--- config.mk ---
export PLATFORM = sky130hd
export DESIGN_NAME = i2s_master_tx
export DESIGN_NICKNAME = d
export VERILOG_FILES = /design/src/rtl/i2s_pkg.sv /design/src/rtl/i2s_sclk_gen.sv /design/src/rtl/i2s_master_tx.sv
export SDC_FILE = /design/constraint.sdc
export NUM_CORES = 1
export LEC_CHECK = 0
export CELL_PAD_IN_SITES_DETAIL_PLACEMENT = 1
export CELL_PAD_IN_SITES_GLOBAL_PLACEMENT = 2
export CORE_ASPECT_RATIO = 1.75
export CORE_UTILIZATION = 33
export DETAILED_ROUTE_END_ITERATION = 6
export PLACE_DENSITY = 0.84
export SLEW_MARGIN = 10
export SYNTH_ARGS = -nofsm -noshare
export SYNTH_HDL_FRONTEND = slang
export SYNTH_SLANG_ARGS = --single-unit
--- constraint.sdc ---
create_clock -name clk -period 1.95 [get_ports clk]
set_clock_uncertainty 0.15 [all_clocks]
set_input_delay 0.39 -clock clk [delete_from_list [all_inputs] [get_ports clk]]
set_output_delay 0.39 -clock clk [all_outputs]
set_load 0.005 [all_outputs]
--- src/rtl/i2s_pkg.sv ---
// Shared widths, sample type, FSM state and slot-map helpers for the I2S master transmitter.
package i2s_pkg;

  localparam int DATA_W   = 24;
  localparam int SLOT_W   = 32;
  localparam int FRM_BITS = 64;
  localparam int BIT_W    = $clog2(FRM_BITS);

  localparam logic [BIT_W-1:0] BIT_RST  = BIT_W'(FRM_BITS - 2);
  localparam logic [BIT_W-1:0] BIT_XFER = BIT_W'(FRM_BITS - 2);

  typedef struct packed {
    logic signed [DATA_W-1:0] left;
    logic signed [DATA_W-1:0] right;
  } stereo_smpl_t;

  typedef enum logic {IDLE, RUN} tx_state_e;

  // WS is high one bit before the right slot until one bit before the next left slot.
  function automatic logic ws_for_bit(input logic [BIT_W-1:0] b);
    return (b >= BIT_W'(SLOT_W - 1)) && (b <= BIT_W'(FRM_BITS - 2));
  endfunction

  function automatic logic data_bit(input logic [BIT_W-1:0] b);
    return (b < BIT_W'(DATA_W)) ||
           ((b >= BIT_W'(SLOT_W)) && (b < BIT_W'(SLOT_W + DATA_W)));
  endfunction

endpackage

--- src/rtl/i2s_sclk_gen.sv ---
// Bit-clock divider: down-counter with terminal-count toggle, held low while disabled.
module i2s_sclk_gen #(
  parameter int SCLK_DIV = 8
) (
  input  logic clk,
  input  logic rst_n,
  input  logic en_i,
  output logic sclk_o,
  output logic sclk_fall_o,
  output logic sclk_rise_o
);

  localparam int CNT_W = $clog2(SCLK_DIV + 1);
  // The extra idle count makes the first rise land SCLK_DIV+1 clk after enable.
  localparam logic [CNT_W-1:0] LOAD_IDLE = CNT_W'(SCLK_DIV);
  localparam logic [CNT_W-1:0] LOAD_HALF = CNT_W'(SCLK_DIV - 1);

  logic [CNT_W-1:0] cnt_q, cnt_d;
  logic             sclk_q, sclk_d;
  logic             tc;

  assign tc = (cnt_q == '0);

  always_comb begin
    cnt_d  = cnt_q;
    sclk_d = sclk_q;
    if (!en_i) begin
      cnt_d  = LOAD_IDLE;
      sclk_d = 1'b0;
    end else if (tc) begin
      cnt_d  = LOAD_HALF;
      sclk_d = ~sclk_q;
    end else begin
      cnt_d = cnt_q - CNT_W'(1);
    end
  end

  always_ff @(posedge clk) begin
    if (!rst_n) begin
      cnt_q  <= LOAD_IDLE;
      sclk_q <= 1'b0;
    end else begin
      cnt_q  <= cnt_d;
      sclk_q <= sclk_d;
    end
  end

  assign sclk_o      = sclk_q;
  assign sclk_fall_o = en_i & tc & sclk_q;
  assign sclk_rise_o = en_i & tc & ~sclk_q;

endmodule

--- src/rtl/i2s_master_tx.sv ---
// I2S master transmitter: holding register, 48-bit shifter, Philips framing, underflow handling.
// Build option I2S_TX_UNDRFLW_MUTE_EN: underflow sends silence instead of repeating the last pair.
module i2s_master_tx
  import i2s_pkg::*;
#(
  parameter int SCLK_DIV = 8
) (
  input  logic              clk,
  input  logic              rst_n,
  input  logic [DATA_W-1:0] lft_in,
  input  logic [DATA_W-1:0] rght_in,
  input  logic              wrt,
  output logic              rdy,
  output logic              frm_strt,
  output logic              undrflw,
  output logic              I2S_sclk,
  output logic              I2S_ws,
  output logic              I2S_data
);

  tx_state_e             state_q, state_d;
  logic [BIT_W-1:0]      bit_q, bit_d;
  stereo_smpl_t          hold_q, hold_d;
  logic                  empty_q, empty_d;
  logic [2*DATA_W-1:0]   shift_q, shift_d;
  logic                  frm_q, frm_d;
  logic                  und_q, und_d;
  logic                  ws_q, ws_d;
  logic                  data_q, data_d;
`ifndef I2S_TX_UNDRFLW_MUTE_EN
  logic [2*DATA_W-1:0]   last_q, last_d;
`endif

  logic sclk_fall, sclk_rise, wr_ok, xfer;

  i2s_sclk_gen #(.SCLK_DIV(SCLK_DIV)) u_sclk_gen (
    .clk         (clk),
    .rst_n       (rst_n),
    .en_i        (state_q == RUN),
    .sclk_o      (I2S_sclk),
    .sclk_fall_o (sclk_fall),
    .sclk_rise_o (sclk_rise)
  );

  assign wr_ok = wrt & empty_q;
  assign xfer  = sclk_fall & (bit_q == BIT_XFER);

  always_comb begin
    state_d = state_q;
    bit_d   = bit_q;
    hold_d  = hold_q;
    empty_d = empty_q;
    shift_d = shift_q;
    frm_d   = 1'b0;
    und_d   = 1'b0;
    ws_d    = ws_q;
    data_d  = data_q;
`ifndef I2S_TX_UNDRFLW_MUTE_EN
    last_d  = last_q;
`endif

    case (state_q)
      IDLE:    if (wr_ok) state_d = RUN;
      RUN:     state_d = RUN;
      default: state_d = IDLE;
    endcase

    if (sclk_fall) begin
      bit_d = bit_q + BIT_W'(1);
      ws_d  = ws_for_bit(bit_d);
      if (data_bit(bit_d)) begin
        data_d  = shift_q[2*DATA_W-1];
        shift_d = {shift_q[2*DATA_W-2:0], 1'b0};
      end else begin
        data_d = 1'b0;
      end
      if (xfer) begin
        frm_d = 1'b1;
        if (!empty_q) begin
          shift_d = hold_q;
          empty_d = 1'b1;
`ifndef I2S_TX_UNDRFLW_MUTE_EN
          last_d  = hold_q;
`endif
        end else begin
          und_d = 1'b1;
`ifdef I2S_TX_UNDRFLW_MUTE_EN
          shift_d = '0;
`else
          shift_d = last_q;
`endif
        end
      end
    end

    // A write coinciding with an empty-register transfer is kept for the next frame.
    if (wr_ok) begin
      hold_d  = '{left: lft_in, right: rght_in};
      empty_d = 1'b0;
    end
  end

  always_ff @(posedge clk) begin
    if (!rst_n) begin
      state_q <= IDLE;
      bit_q   <= BIT_RST;
      hold_q  <= '0;
      empty_q <= 1'b1;
      shift_q <= '0;
      frm_q   <= 1'b0;
      und_q   <= 1'b0;
      ws_q    <= 1'b1;
      data_q  <= 1'b0;
`ifndef I2S_TX_UNDRFLW_MUTE_EN
      last_q  <= '0;
`endif
    end else begin
      state_q <= state_d;
      bit_q   <= bit_d;
      hold_q  <= hold_d;
      empty_q <= empty_d;
      shift_q <= shift_d;
      frm_q   <= frm_d;
      und_q   <= und_d;
      ws_q    <= ws_d;
      data_q  <= data_d;
`ifndef I2S_TX_UNDRFLW_MUTE_EN
      last_q  <= last_d;
`endif
    end
  end

  // The bit clock may only run while the FSM is active.
  always_ff @(posedge clk) begin
    if (rst_n && sclk_rise) assert (state_q == RUN);
  end

  assign rdy      = empty_q;
  assign frm_strt = frm_q;
  assign undrflw  = und_q;
  assign I2S_ws   = ws_q;
  assign I2S_data = data_q;

endmodule

## After elaboration in Yosys (flattened, before gate mapping)

Index checks and enable logic that the tools add are counted.

| word-level totals | value |
|---|---|
| logic and storage cells | 52 |
| output and inout bits | 6 |
| register bits | 161 |
| bits of input ports | 51 |

| operators by class | value |
|---|---|
| $lt $le $gt $ge | 5 |
| add/sub/neg operators | 2 |
| bitwise operators | 6 |
| muxes and demuxes | 12 |
| equality and inequality tests | 1 |
| reductions and logical operators | 13 |

Operator list:

| operator | count |
|---|---|
| $mux 48 | 3 |
| $reduce_and 2->1 | 5 |
| $mux 1 | 7 |
| $add 6x1->6 const B | 1 |
| $eq 6x6->1 const B | 1 |
| $ge 6x5->1 const B | 1 |
| $ge 6x6->1 const B | 1 |
| $le 6x6->1 const B | 1 |
| $lt 6x5->1 const B | 1 |
| $lt 6x6->1 const B | 1 |
| $reduce_bool 2->1 | 3 |
| $and 1x1->1 | 4 |
| $logic_not 4->1 | 1 |
| $mux 4 | 1 |
| $sub 4x1->4 const B | 1 |
| $reduce_and 3->1 | 1 |
| $logic_and 1x1->1 | 2 |
| $not 1->1 | 2 |
| $pmux 1 s2 | 1 |
| $logic_or 1x1->1 | 1 |

## Depth between registers and ports, before layout

| depth | value |
|---|---|
| depth in word-level cells | 7 |
| depth in mapped cells | 9 |
| mapped depth without buffers | 7 |

## By module

Synthesis repeated with hierarchy kept, for this count alone.

| second synthesis, totals | value |
|---|---|
| cell total of the unflattened synthesis | 787 |
| area, all modules | 7133.1 sq um |

Modules (own cells, without submodules):

| module | times used | cells an instance | seq. area each (sq um) | area an instance (sq um) |
|---|---|---|---|---|
| i2s_master_tx | 1 | 763 | 3123.0 | 6899.1 |
| i2s_sclk_gen | 1 | 24 | 100.1 | 234.0 |

## Worst setup path before layout

Ideal clock, no wire load.

| path | value |
|---|---|
| path type | flip-flop to flip-flop |
| start point | register u_sclk_gen.cnt_q[0] |
| end point | register shift_q[45] |
| cell stages (with the launch flop) | 10 |
| buffers on the path | 2 |
| setup time | 119 ps |
| data required time | 1681 ps |
| path slack | 10 ps |
| clock period less this slack | 1940 ps |
| data arrival time | 1671 ps |
| cell sequence | dfxtp_1 > inv_1 > ha_1 > nor3b_4 > and3_4 > o221ai_4 > buf_6 > buf_8 > nand3_1 > o21ai_1 |

| between the ends | value |
|---|---|
| cells in the longest elaborated chain, start to end | 6 |
| elaborated cells on any way between the ends | 7 |
| those cells by class | mux (1); bitwise (3); reduce/logical (3) |

Ends and longest elaborated chain:

| item | RTL line | text |
|---|---|---|
| start, declared | i2s_sclk_gen.sv:18 | `logic [CNT_W-1:0] cnt_q, cnt_d;` |
| start signal, assigned | i2s_sclk_gen.sv:43 | `cnt_q <= cnt_d;` |
| $logic_not 4->1 (*) | i2s_sclk_gen.sv:22 | `assign tc = (cnt_q == '0);` |
| $and 1x1->1 (*) (2 in a row) | i2s_sclk_gen.sv:49 | `assign sclk_fall_o = en_i & tc & sclk_q;` |
| $and 1x1->1 | i2s_master_tx.sv:46 | `assign xfer = sclk_fall & (bit_q == BIT_XFER);` |
| $reduce_bool 2->1 (no line) | -- |  |
| $reduce_and 2->1 (no line) | -- |  |
| end signal, assigned | i2s_master_tx.sv:122 | `shift_q <= shift_d;` |
| end, declared | i2s_master_tx.sv:25 | `logic [2*DATA_W-1:0] shift_q, shift_d;` |

Mark *: on every way between the ends. The rest lies on a longest branch, timed or not.
A chain may end at the register's enable or synchronous reset.

## Worst setup path in the final report

| path | value |
|---|---|
| start point | register bit_q[1] |
| end point | register shift_q[38] |

| between the ends | value |
|---|---|
| cells in the longest elaborated chain, start to end | 6 |
| elaborated cells on any way between the ends | 11 |
| those cells by class | add/sub (1); order compare (3); eq/ne (1); mux (1); bitwise (1); reduce/logical (4) |

Ends and longest elaborated chain:

| item | RTL line | text |
|---|---|---|
| start, declared | i2s_master_tx.sv:22 | `logic [BIT_W-1:0] bit_q, bit_d;` |
| start signal, assigned | i2s_master_tx.sv:119 | `bit_q <= bit_d;` |
| $add 6x1->6 | i2s_master_tx.sv:69 | `bit_d = bit_q + BIT_W'(1);` |
| $ge 6x6->1 or $lt 6x6->1 (tied branches) | i2s_pkg.sv:26 | `((b >= BIT_W'(SLOT_W)) && (b < BIT_W'(SLOT_W + DATA_W)));` |
| $logic_and 1x1->1 | i2s_pkg.sv:26 |  |
| $logic_or 1x1->1 | i2s_pkg.sv:25 | `return (b < BIT_W'(DATA_W)) \|\|` |
| $reduce_bool 2->1 (no line) | -- |  |
| $reduce_and 2->1 (no line) | -- |  |

Several ways; a longest one is shown, not always the timed one.

==> run_results.csv <==
group,metric,value,unit
power,p_sw_share,22.2,%
critical_path,cpLargestDelayFamily,"simple AND/OR/NAND/NOR gates",
critical_path,crit_chain,"buf_4 > ha_4 > and4_1 > and3_4 > buf_8 > buf_12 > nand2_4 > o211ai_1 > o21ai_1",
floorplanning,fp.dieW,112,um
synthesis,ys_seq_elements,161,
power,p_int,5.83,mW
cts,root_buffer,"clkbuf_16",
synthesis,yosysSeqAreaShare,46.4,%
floorplanning,pin_count,57,
power,clock_power_share,48.3,%
synthesis,yosysMostFrequentCell,"dfxtp_1",
synthesis,synth_edf_count,0,
synthesis,yosysTopAreaCell,"dfxtp_1",
route,drtPass1Iterations,7,
placed_design,placed_area,7830,um2
global_route,grt_pass1_wl,31000,um
synthesis,synth_top_area_share,46.4,%
timing,worstMarginPinSlew,0.441,ns
cts,clk_pin_slew,0.06,ns
floorplanning,core-area,20500,um2
critical_path,max_stage_delay,0.38,ns
run_status,violations,"DRC, setup timing",
placed_design,io_buffers,56,
cts,cts_tree,"yes",
placed_design,gp_congestion,0.770,
floorplanning,dieArea,21600,um2
synthesis,synth_area_per_cell,9.26,um2
finish,finalNetCount,875,
finish,nFillCells,2211,
route,viasPerCell,5.33,
power,power.density,806,nW/um2
global_route,grt_antenna_before_repair,0,
finish,drive_above_1_share,20.4,%
critical_path,start_kind,"flip-flop",
synthesis,synthCells,750,
timing,fin_crit_sh,104,%
synthesis,netlist_area,6940,um2
placed_design,pre_cts_slack,-0.180,ns
synthesis,synthFlopType,"dfxtp_1",
cts,cts_buffers,17,
run_status,outcome,"complete, but fails checks",
cts,numClockSinks,161,
timing,setup_violations,44,
synthesis,synthDistinctLibCells,45,
power,pwr-share-seq,45.3,%
route,drt_wl_total,19700,um
timing,slew_headroom,69.7,%
cts,htree_levels,4,
synthesis,synth_commonest_cells,"dfxtp_1, nand2_1, mux2i_1",
route,drtIter0Drc,263,
route,post_drt_wl_per_cell,18.2,um
finish,area_growth,34.0,%
power,max-vdd-ir-drop,0.542,mV
floorplanning,initial_core_util,33.9,%
route,vias,5753,
timing,setup_slack,-0.0707,ns
synthesis,synth_warnings,0,
critical_path,crit_path_max_fanout,7,
synthesis,synth-async-reset-ratio,0,%
timing,maxSlewViolCount,0,
power,pwr-share-comb,6.5,%
floorplanning,row_count,69,
timing,fmax,495,MHz
timing,rsz0062_at_grt,"true",
flow_run,maxCapViolCount,0,
cts,clock_latency,0.42,ns
global_route,grt_pass1_vias,6333,
critical_path,critPathBufInv,3,
critical_path,worstSetupPathType,"reg -> reg",
critical_path,endpoint_kind,"flip-flop",
floorplanning,die_h,194,um
power,p_leak,3.90,nW
global_route,grt.overflow.total,0,
route,drcViolationCount,4,
global_route,track_usage,17.8,%
finish,antenna_cells,0,
global_route,grt_start_max_net_pins,48,
synthesis,ys_top_cells_by_area,"dfxtp_1, nand2_1, mux2i_1",
hold_path,hold_class,"in -> reg",
route,route.antenna.remaining_nets,0,
synthesis,syn_nets,806,
critical_path,arrival,2.17,ns
timing,layout_min_cycle_time,2.02,ns
critical_path,critPathSlowestCell,"dfxtp_4",
finish,finalInstanceArea,9300,um2
power,p_sw,1.67,mW
critical_path,required,2.10,ns
timing,hold_viol_final,0,
cts,clock_path_buffers,2,
placed_design,hpwlAfterDp,11000,um
[sequential cells by signal, indices dropped and copies added, names as in the netlist]
| register | cells |
|---|---|
| bit_q | 6 |
| u_sclk_gen.sclk_o | 1 |
| undrflw | 1 |
| u_sclk_gen.cnt_q | 4 |
| shift_q | 48 |
| rdy | 1 |
| I2S_ws | 1 |
| I2S_data | 1 |
| hold_q | 48 |
| state_q | 1 |
| last_q | 48 |
| frm_strt | 1 |
[power by group through the flow]
stage          Clock, mW  Combinational (mW)  Sequential (mW)
2_1_floorplan          0               0.253             3.45
3_3_place_gp           0               0.435             3.48
3_5_place_dp           0               0.450             3.48
4_1_cts             3.71               0.482             3.40
5_1_grt             3.84               0.531             3.40
6_report            3.62               0.486             3.39
[cell families (layout without fill, tap and decap cells)]
family          after synthesis  after routing  share of synthesized area (%)
flops                       161            161                           46.4
mux                          59             59                           8.52
xor+xnor                      7              7                          0.883
fa+ha+maj                     5              5                          0.901
compound gates              197            197                           21.6
simple gates                246            246                           16.1
buf+inv                      75            157                           5.57
[area by class of cell]
class / count / area (um2) / area share, %
clock buffer: 22 / 505 / 5.43
clock inverter: 10 / 146 / 1.57
inverter: 6 / 22.5 / 0.242
multi-input combinational: 514 / 3580 / 38.5
sequential: 161 / 3240 / 34.8
tap: 248 / 310 / 3.34
timing repair buffer: 119 / 1500 / 16.1
[worst paths after layout]
path / from / end / slack [ns] / cells after the start
setup / recovery: bit_q[1]$_SDFFE_PN1N_ / shift_q[38]$_SDFFE_PN0P_ / -0.07 / 9
hold / removal: rst_n / last_q[22]$_SDFFE_PN0P_ / 0.23 / 2
setup reg to reg: bit_q[1]$_SDFFE_PN1N_ / shift_q[38]$_SDFFE_PN0P_ / -0.07 / 9
hold reg to reg: shift_q[5]$_SDFFE_PN0P_ / shift_q[5]$_SDFFE_PN0P_ / 0.31 / 2
[cells in the final DEF, fill, tap and decap left out, drive strengths merged, types with 7 or more instances in the layout]
cell type	instances
inv	7
buf	58
o211ai	49
nor2b	11
nand2	157
dfxtp	161
a21boi	50
clkdlybuf4s50	54
nand3	52
o211a	38
mux2i	58
clkbuf	28
o21ai	50
[stage by stage]
stage / instances / hold slack (ns) / power, mW / setup TNS [ns] / util (%)
finish: 1080 / 0.232 / 7.50 / -1.73 / 45.5
global route: 1080 / 0.219 / 7.77 / -5.36 / 45.5
CTS: 1070 / 0.196 / 7.59 / -0.569 / 43.7
detailed placement: 1014 / 0.308 / 3.93 / -10.66 / 38.3
global placement: 1014 / 0.295 / 3.91 / -1.78 / 38.3
floorplan: 750 / 0.284 / 3.71 / 0 / -
[metal layers]
metal | part of all wire (%) | global-route usage (%)
met1 | 40 | 18.2
met4 | 1.8 | 6.21
met2 | 56 | 35.2
met5 | 0 | 0
met3 | 2.2 | 3.22
[timing repair]
| item | in CTS | in global routing |
|---|---|---|
| gates cloned | 7 | 8 |
| pin swaps | 17 | 18 |
| buffers inserted | 17 | 3 |
| gates resized for setup | 38 | 50 |
| endpoints found under the setup margin | 100 | 68 |
| hold buffers | 0 | 0 |
No activity file was read; power rests on OpenSTA's default activity.
